--- src/rtl/servo_sequencer.sv ---
// Round-robin sequencer for four servo duty targets with slew-limited duty output and a period watchdog.
// Build option: define SERVO_SLEW_EN to limit each visit's duty change to STEP; otherwise LOAD jumps to target.
module servo_sequencer #(
    parameter int DUTY_MIN    = 100000,
    parameter int DUTY_MAX    = 200000,
    parameter int DUTY_CENTER = 150000,
    parameter int STEP        = 1000,
    parameter int TIMEOUT     = 2100000
) (
    input  logic        clk,
    input  logic        reset,
    input  logic        Enable,
    input  logic        TargetWrite,
    input  logic [1:0]  TargetNum,
    input  logic [20:0] TargetDuty,
    input  logic        FaultClear,
    input  logic        ActivePeriodFinished,
    output logic [1:0]  ServoNum,
    output logic [20:0] ActiveServoDuty,
    output logic        Busy,
    output logic        Fault
);

    localparam logic [20:0] DUTY_MIN_C    = 21'(DUTY_MIN);
    localparam logic [20:0] DUTY_MAX_C    = 21'(DUTY_MAX);
    localparam logic [20:0] DUTY_CENTER_C = 21'(DUTY_CENTER);
    localparam logic [20:0] STEP_C        = 21'(STEP);
    localparam logic [21:0] WD_LAST_C     = 22'(TIMEOUT - 1);
`ifdef SERVO_SLEW_EN
    localparam logic        SLEW_ON_C     = 1'b1;
`else
    localparam logic        SLEW_ON_C     = 1'b0;
`endif

    typedef enum logic [1:0] {
        ST_IDLE = 2'd0,
        ST_LOAD = 2'd1,
        ST_WAIT = 2'd2
    } state_t;

    state_t       state_r;
    state_t       state_nxt_s;
    logic [20:0]  target_r  [4];
    logic [20:0]  current_r [4];
    logic [1:0]   servo_r;
    logic [20:0]  duty_r;
    logic         busy_r;
    logic         fault_r;
    logic [21:0]  wd_r;
    logic [20:0]  load_duty_s;
    logic         advance_s;
    logic         timeout_s;

    function automatic logic [20:0] clamp_duty(input logic [20:0] duty);
        logic [20:0] res;
        if (duty < DUTY_MIN_C) begin
            res = DUTY_MIN_C;
        end else if (duty > DUTY_MAX_C) begin
            res = DUTY_MAX_C;
        end else begin
            res = duty;
        end
        return res;
    endfunction

    // Moves cur toward tgt by at most STEP and never overshoots the target.
    function automatic logic [20:0] slew_duty(input logic [20:0] cur, input logic [20:0] tgt);
        logic [20:0] res;
        if (tgt > cur) begin
            if ((tgt - cur) > STEP_C) begin
                res = cur + STEP_C;
            end else begin
                res = tgt;
            end
        end else if (tgt < cur) begin
            if ((cur - tgt) > STEP_C) begin
                res = cur - STEP_C;
            end else begin
                res = tgt;
            end
        end else begin
            res = cur;
        end
        return res;
    endfunction

    // New duty for the selected servo, applied when LOAD completes.
    always_comb begin
        load_duty_s = target_r[servo_r];
        if (SLEW_ON_C) begin
            load_duty_s = slew_duty(current_r[servo_r], target_r[servo_r]);
        end else begin
            load_duty_s = target_r[servo_r];
        end
    end

    // Next-state logic; a finish pulse takes priority over a simultaneous watchdog expiry.
    always_comb begin
        state_nxt_s = state_r;
        advance_s   = 1'b0;
        timeout_s   = 1'b0;
        unique case (state_r)
            ST_IDLE: begin
                if (Enable) begin
                    state_nxt_s = ST_LOAD;
                end else begin
                    state_nxt_s = ST_IDLE;
                end
            end
            ST_LOAD: begin
                state_nxt_s = ST_WAIT;
            end
            ST_WAIT: begin
                if (ActivePeriodFinished) begin
                    advance_s = 1'b1;
                end else if (wd_r == WD_LAST_C) begin
                    advance_s = 1'b1;
                    timeout_s = 1'b1;
                end else begin
                    advance_s = 1'b0;
                end
                if (advance_s) begin
                    state_nxt_s = Enable ? ST_LOAD : ST_IDLE;
                end else begin
                    state_nxt_s = ST_WAIT;
                end
            end
            default: begin
                state_nxt_s = ST_IDLE;
            end
        endcase
    end

    // State register.
    always_ff @(posedge clk) begin
        if (reset) begin
            state_r <= ST_IDLE;
        end else begin
            state_r <= state_nxt_s;
        end
    end

    // Target and current duty storage; a write racing a LOAD of the same servo lands after it.
    always_ff @(posedge clk) begin
        if (reset) begin
            for (int i = 0; i < 4; i++) begin
                target_r[i]  <= DUTY_CENTER_C;
                current_r[i] <= DUTY_CENTER_C;
            end
        end else begin
            if (TargetWrite) begin
                target_r[TargetNum] <= clamp_duty(TargetDuty);
            end
            if (state_r == ST_LOAD) begin
                current_r[servo_r] <= load_duty_s;
            end
        end
    end

    // Registered outputs and the watchdog counter.
    always_ff @(posedge clk) begin
        if (reset) begin
            servo_r <= 2'd0;
            duty_r  <= DUTY_CENTER_C;
            busy_r  <= 1'b0;
            fault_r <= 1'b0;
            wd_r    <= 22'd0;
        end else begin
            busy_r <= (state_nxt_s != ST_IDLE);
            if (state_r == ST_LOAD) begin
                duty_r <= load_duty_s;
                wd_r   <= 22'd0;
            end else if (state_r == ST_WAIT) begin
                wd_r   <= wd_r + 22'd1;
            end
            if (advance_s) begin
                servo_r <= servo_r + 2'd1;
            end
            if (timeout_s) begin
                fault_r <= 1'b1;
            end else if (FaultClear) begin
                fault_r <= 1'b0;
            end
        end
    end

    assign ServoNum        = servo_r;
    assign ActiveServoDuty = duty_r;
    assign Busy            = busy_r;
    assign Fault           = fault_r;

endmodule

--- config.mk ---
export PLATFORM = sky130hd
export DESIGN_NAME = servo_sequencer
export DESIGN_NICKNAME = d
export VERILOG_FILES = /design/src/rtl/servo_sequencer.sv
export SDC_FILE = /design/constraint.sdc
export NUM_CORES = 1
export LEC_CHECK = 0
export CORE_AREA = 3 3 142 144
export DETAILED_ROUTE_END_ITERATION = 7
export DIE_AREA = 0 0 145 147
export GPL_TIMING_DRIVEN = 0
export PLACE_DENSITY = 0.53
export SYNTH_ARGS = -nofsm -noshare
export SYNTH_HDL_FRONTEND = slang
export SYNTH_SLANG_ARGS = --single-unit
--- constraint.sdc ---
create_clock -name clk -period 6.52 [get_ports clk]
set_input_delay 1.304 -clock clk [delete_from_list [all_inputs] [get_ports clk]]
set_output_delay 1.304 -clock clk [all_outputs]
set_load 0.01 [all_outputs]
Yosys cells after proc, flatten, opt, wreduce, memory -nomap -nowiden

Memory sizes are Yosys's and may differ from the RTL's. A register that Yosys moved wholly into a read port is not among the register bits.
Cells that the tools add are included.

Output and inout port bits: 25
Bits of input ports: 29
Memories: 1
Word-level logic and storage cells: 41
Register bits after elaboration: 28
Memory bits (writable): 84

Reductions and logical operators: 5
Magnitude comparators: 2
Equality and inequality tests: 3
Muxes and demuxes: 23
Add/subtract/negate cells: 2

Memories:

| name     | words | bits a word | read ports | clocked after Yosys merged registers in | wr ports | line | RTL |
|---|---|---|---|---|---|---|---|
| target_r | 4     | 21          | 1          | 1                                       | 4        | 43   | `logic [20:0] target_r [4];` |

Operators by type and width:

| cell                                                            | count |
|---|---|
| two-way mux 21 bit                                              | 5 |
| adder 22 x 1 -> 22 bit, second input constant                   | 1 |
| equality test 22 bit, second input constant                     | 1 |
| greater-than comparator 21 x 18 -> 1 bit, second input constant | 1 |
| less-than comparator 21 x 17 -> 1 bit, second input constant    | 1 |
| OR reduction 21 bit                                             | 1 |
| two-way mux 1 bit                                               | 15 |
| one-hot mux 2 bit (3 select lines)                              | 1 |
| two-way mux 2 bit                                               | 2 |
| nonzero test 2 bit                                              | 2 |
| adder 2 x 1 -> 2 bit, second input constant                     | 1 |
| equality test 2 x 1 -> 1 bit, second input constant             | 1 |
| equality test 2 bit, second input constant                      | 1 |
| zero test 2 bit                                                 | 1 |
| OR reduction 2 bit                                              | 1 |

Logic depth before layout (Yosys ltp)

Gate-level depths: netlist of the first run.

Depth after elaboration: 7
Depth in mapped cells: 7
Depth with buffers taken out: 6

Worst setup path before layout of the first run

OpenSTA, ideal clock, no wires.

Path kind: input port to flip-flop
Start: input port reset
End: memory target_r[0][0] (enable)
Arrival time: 2.566 ns
Buffers on the path: 2
Required time: 6.139 ns
Stages on the path: 5
Setup slack: 3.573 ns
Library setup time: 0.381 ns
Cells stage by stage: nand2b_1 -> clkbuf_1 -> or3_1 -> clkbuf_1 -> nand2b_1

RTL lines:

| what               | line | RTL |
|---|---|---|
| start: declaration | 11   | `input logic reset,` |
| end: declaration   | 43   |  |

==> results of run 1 <==
[registers in the layout, indices dropped and copies added (netlist names)]
name / flops
ServoNum: 2
Fault: 1
wd_r: 22
state_r: 2
Busy: 1
target_r: 84
ActiveServoDuty: 21
[final timing paths]
| path | startpoint | to | slack [ns] |
|---|---|---|---|
| max | reset | target_r[2][20]$_SDFFCE_PN0P_ | 2.71 |
| min reg2reg | ActiveServoDuty[6]$_SDFFE_PP1P_ | ActiveServoDuty[6]$_SDFFE_PP1P_ | 0.48 |
| max reg2reg | ServoNum[0]$_SDFFE_PP0P_ | ActiveServoDuty[15]$_SDFFE_PP0P_ | 4.37 |
| min | ActiveServoDuty[6]$_SDFFE_PP1P_ | ActiveServoDuty[6]$_SDFFE_PP1P_ | 0.48 |
[final cells by class]
class                      count  area (um^2)
inverter                       4        15.01
sequential                   133         3503
clock inverter                13        180.2
buffer                        24        118.9
clock buffer                  19        442.9
tap                          260        325.3
multi-input combinational    289         2105
timing repair buffer          53        530.5
fill                        1800        11610
[layer usage]
| metal | up-vias | global-route usage | part of all wire |
|---|---|---|---|
| met5 | - | 0 | 0 |
| met4 | 0 | 0.04988 | 0.018 |
| met3 | 17 | 0.03516 | 0.051 |
| met2 | 100 | 0.2110 | 0.49 |
| met1 | 1846 | 0.1585 | 0.44 |
| li1 | 1809 | - | - |
[per-stage QoR]
step	instance area [um^2]	hold slack [ns]
floorplan	5742	0.4417
global placement	6598	0.4566
detailed placement	6598	0.4648
CTS	7221	0.4820
global route	7221	0.4891
finish	7221	0.4786
[report_power, final]
group          switching [mW]  internal, mW  leakage, nW
Combinational          0.0741        0.0621        0.974
Clock                   0.357         0.647        0.291
Sequential             0.0138         0.944         1.22
Total                   0.444          1.65         2.49
[cells in the final DEF (no fill, tap or decap), types with 4 or more instances in the layout]
cell type        netlist  final
edfxtp_1              84     84
clkdlybuf4s50_1        0     53
dfxtp_1               49     49
nor2_1                47     47
nand2_1               31     31
and3_1                22     22
mux4_2                21     21
clkbuf_1              16     17
clkbuf_16              0     17
nand3_1               16     16
xor2_1                16     16
a22o_1                13     13
conb_1                 1     12
nand4_1                9      9
a21oi_1                8      8
o22a_1                 8      8
nand2b_1               7      7
o21ai_0                7      7
and2_1                 7      7
a211o_1                6      6
xnor2_1                6      6
nor2b_1                5      5
nor3_1                 5      5
inv_1                  4      4
nor4_1                 4      4
clkinvlp_4             0      4
bufinv_16              0      4
[logic make-up (layout without fill, tap and decap cells)]
kind of cell	after synthesis	count (layout)	synth area share
AND/OR/NAND/NOR	172	172	0.1583
flip-flops	133	133	0.6146
AO/OA/AOI/OAI	61	61	0.08407
buffers and inverters	28	113	0.02349
XOR/XNOR	22	22	0.03380
multiplexers	21	21	0.08297
adder cells (fa/ha/maj)	1	1	0.002195
other	1	12	0.0006578
[worst max-delay path: stages]
cell             delay [ns]
clkdlybuf4s50_1        0.57
nor2b_1                0.19
clkbuf_1               0.42
nand3b_1               0.36
nand2b_1               0.99
==> run_results.csv, run 1 <==
group,metric,value,unit
sta,fmax,262.2,MHz
die,row_count,50,
grt,antenna_found_initial,0,
critical_path,cp.required,6.55,ns
drt,avgViaCountPerCell,4.745,
power,leakage,2.487,nW
sta,period_minus_slack,3.814,ns
clock_network,post_cts_buffers,0,
logic_synthesis,synth_top_area_frac,0.4425,
logic_synthesis,ys_types,53,
sta,hold_viol_final,0,
run_status,status,"finished clean",
clock_network,cts_tree,"yes",
die,ios,54,
logic_synthesis,synth_edf_count,84,
sta,setup_ws,2.706,ns
placed_design,place_congestion,0.7626,
clock_network,cts_num_sinks,133,
placed_design,io_buffers,53,
placed_design,dp.cells,763,
logic_synthesis,yosysMostFrequentCell,"edfxtp_1",
die,start_util,0.3027,
clock_network,clock_latency,0.42,ns
clock_network,clkTransAtPathRegs,0.05,ns
drt,vias,3772,
drt,initialDrtViolationCount,189,
clock_network,cts_buffers,17,
worst_hold_path,hold_depth,1,
drt,firstDrtPassIters,4,
logic_synthesis,ys_ff_latch,133,
die,core,18830,um^2
sta,setup_viol,0,
run,cap_viol_max_count,0,
die,die_y,147,um
grt,grt-ovfl-total,0,
sta,worst_pin_slew,1.246,ns
grt,grt_pass1_wl,20.93,mm
clock_network,htree_num_levels,4,
sta,maxSlewHeadroom,0.1693,
finish,final_util,0.3835,
logic_synthesis,synth.yosys.seq_area_share,0.6146,
die,die_area,21320,um^2
critical_path,crit_path_end_kind,"flip-flop",
critical_path,start_kind,"input port",
clock_network,cts_resized,0,
sta,fin_setup_tns,0,ns
sta,drv_slew,0,
drt,routed_wl,13.20,mm
drt,remaining_drc_errors,0,
logic_synthesis,synthCells,439,
logic_synthesis,avgSynthCellArea,12.99,um^2
placed_design,dp_hpwl,9.061,mm
grt,first_global_vias,3889,
logic_synthesis,async_flop_share,0,
finish,fin_cells,795,
sta,period_share,0.5849,
finish,diodes,0,
critical_path,reg2reg_depth,4,
critical_path,arrival,3.84,ns
drt,routedWlPerCell,16.60,um
clock_network,holdBufCountCts,0,
placed_design,post-place-ws,2.243,ns
clock_network,cts_buffer_depth,2,
logic_synthesis,yosysWarnings,0,
power,peakVddDrop,141.2,uV
logic_synthesis,synth-main-ff-cell,"edfxtp_1",
worst_hold_path,min_path_type,"flip-flop to flip-flop",
die,die_x,145,um
critical_path,path_max_fanout,21,
logic_synthesis,ys_top_cells_by_count,"84 x edfxtp_1, 49 x dfxtp_1, 47 x nor2_1",
logic_synthesis,syn-cell-area,5700,um^2
finish,area_delta_synth_final,26.67,%
logic_synthesis,synth_area_leader_cell,"edfxtp_1",
logic_synthesis,yosys-top-cells-area,"edfxtp_1 44%, dfxtp_1 17%, mux4_2 8.3%",
clock_network,cts_root_buf,"clkbuf_16",
grt,track_usage,0.1271,
sta,rsz0062_at_grt,"false",
power,finalPower,2.098,mW
power,cellPowerDensity,290.5,nW/um^2
finish,drive_gt1_frac,0.1308,
finish,nets,552,
sta,fin_worst_skew,0.008846,ns
drt,drtAntennaViolNets,0,
critical_path,worstSetupPathType,"input port to flip-flop",
grt,grt_max_degree,22,
No activity file was read; power rests on OpenSTA's default activity.
==> inputs of run 2 (changes only) <==
--- a/config.mk
+++ b/config.mk
@@ -9,7 +9,7 @@
 export DETAILED_ROUTE_END_ITERATION = 7
 export DIE_AREA = 0 0 145 147
 export GPL_TIMING_DRIVEN = 0
-export PLACE_DENSITY = 0.53
+export PLACE_DENSITY = 0.55
 export SYNTH_ARGS = -nofsm -noshare
 export SYNTH_HDL_FRONTEND = slang
 export SYNTH_SLANG_ARGS = --single-unit
==> constraint.sdc (replaced) <==
create_clock -name clk -period 3.37 [get_ports clk]
set_input_delay 0.674 -clock clk [delete_from_list [all_inputs] [get_ports clk]]
set_output_delay 0.674 -clock clk [all_outputs]
set_load 0.01 [all_outputs]
==> run_results.csv, run 2 (same netlist as run 1, synthesis figures left out) <==
group,metric,value,unit
grt,grt-ovfl-total,0,
clock_network,clock_latency,0.42,ns
die,die_y,147,um
sta,drv_slew,0,
sta,fin_worst_skew,0.007452,ns
sta,whs,0.4770,ns
finish,largest-register,"target_r",
sta,setup_viol,0,
sta,rsz0062_at_grt,"false",
finish,area_delta_synth_final,25.00,%
drt,remaining_drc_errors,0,
clock_network,cts_buffers,17,
critical_path,start_kind,"input port",
grt,grt_max_degree,22,
die,die_x,145,um
clock_network,clkTransAtPathRegs,0.05,ns
sta,setup_ws,0.2858,ns
clock_network,cts_buffer_depth,2,
drt,routed_wl,13.10,mm
clock_network,holdBufCountCts,0,
finish,drive_gt1_frac,0.1234,
grt,antenna_found_initial,0,
clock_network,post_cts_buffers,0,
clock_network,cts_root_buf,"clkbuf_16",
drt,drtAntennaViolNets,0,
placed_design,place_congestion,0.8024,
finish,nets,552,
drt,avgViaCountPerCell,4.753,
drt,firstDrtPassIters,5,
critical_path,arrival,3.11,ns
clock_network,cts_num_sinks,133,
critical_path,worstSetupPathType,"input port to flip-flop",
sta,fmax,324.2,MHz
finish,diodes,0,
critical_path,crit_path_end_kind,"flip-flop",
run_status,status,"finished clean",
drt,vias,3779,
die,die_area,21320,um^2
critical_path,path_max_fanout,21,
die,start_util,0.3027,
placed_design,dp_hpwl,8.991,mm
die,core,18830,um^2
grt,first_global_vias,3865,
power,peakVddDrop,287.6,uV
drt,initialDrtViolationCount,351,
critical_path,cp.required,3.40,ns
clock_network,htree_num_levels,4,
sta,fin_setup_tns,0,ns
drt,routedWlPerCell,16.48,um
grt,track_usage,0.1257,
clock_network,cts_tree,"yes",
power,leakage,2.439,nW
sta,hold_viol_final,0,
sta,period_share,0.9152,
finish,final_common_cell,"edfxtp_1",
power,cellPowerDensity,529.6,nW/um^2
finish,largest_reg_flops,84,
die,row_count,50,
finish,mostFrequentLayoutCells,"84 x edfxtp_1, 53 x clkdlybuf4s50_1, 49 x dfxtp_1, 47 x nor2_1, 31 x nand2_1",
grt,grt_pass1_wl,20.71,mm
sta,period_minus_slack,3.084,ns
die,ios,54,
clock_network,cts_resized,0,
run,cap_viol_max_count,0,
sta,worst_pin_slew,1.247,ns
worst_hold_path,min_path_type,"flip-flop to flip-flop",
sta,maxSlewHeadroom,0.1684,
placed_design,post-place-ws,-0.2745,ns
placed_design,io_buffers,53,
[run 2: cell types whose count changed in the layout (fill, tap and decap cells not counted)]
cell and change:
bufinv_16 -3, nand2b_1 -1, inv_6 -1, clkinv_4 -1
nand2b_2 +1, clkinv_1 +3, clkbuf_1 +2, clkbuf_8 -1
clkinv_2 +1
[run 2: per-stage QoR]
| step | util | std cells | power, mW | cell area (um^2) |
|---|---|---|---|---|
| 4_1_cts | 0.3783 | 795 | 3.816 | 7123 |
| 5_1_grt | 0.3784 | 795 | 3.907 | 7126 |
| 3_3_place_gp | 0.3504 | 763 | 2.148 | 6598 |
| 6_report | 0.3784 | 795 | 3.774 | 7126 |
| 2_1_floorplan | - | 450 | 2.016 | 5742 |
| 3_5_place_dp | 0.3504 | 763 | 2.156 | 6598 |
[run 2: routing by layer]
layer	track usage	vias to the layer above	routed length, um
li1	-	1814	-
met3	0.02684	13	502
met1	0.1611	1856	5924
met5	0	-	0
met2	0.2099	96	6509
met4	0.04846	0	162
[run 2: final timing paths]
check / cells after the start / slack [ns] / end / start
max: 6 / 0.29 / target_r[0][17]$_SDFFCE_PN1P_ / reset
min: 1 / 0.48 / ActiveServoDuty[4]$_SDFFE_PP1P_ / ActiveServoDuty[4]$_SDFFE_PP1P_
max reg2reg: 4 / 1.22 / ActiveServoDuty[15]$_SDFFE_PP0P_ / ServoNum[0]$_SDFFE_PP0P_
min reg2reg: 1 / 0.48 / ActiveServoDuty[4]$_SDFFE_PP1P_ / ActiveServoDuty[4]$_SDFFE_PP1P_
[run 2: area by class of cell]
class                      count  area (um^2)
clock inverter                12        88.84
inverter                       4        15.01
buffer                        24        118.9
tap                          260        325.3
sequential                   133         3503
clock buffer                  20        436.7
fill                        1831        11710
multi-input combinational    289         2107
timing repair buffer          53        530.5
[run 2: where the power goes]
part / switching, mW / leakage, nW / internal, mW
Sequential: 0.0262 / 1.22 / 1.83
Combinational: 0.143 / 0.974 / 0.120
Clock: 0.662 / 0.243 / 0.995
[run 2: worst max-delay path, stage by stage]
cell and delay [ns]:
clkdlybuf4s50_1 0.56, nand2b_1 0.21, clkbuf_1 0.19, or3_1 0.34, clkbuf_1 0.21, nand2b_1 0.92
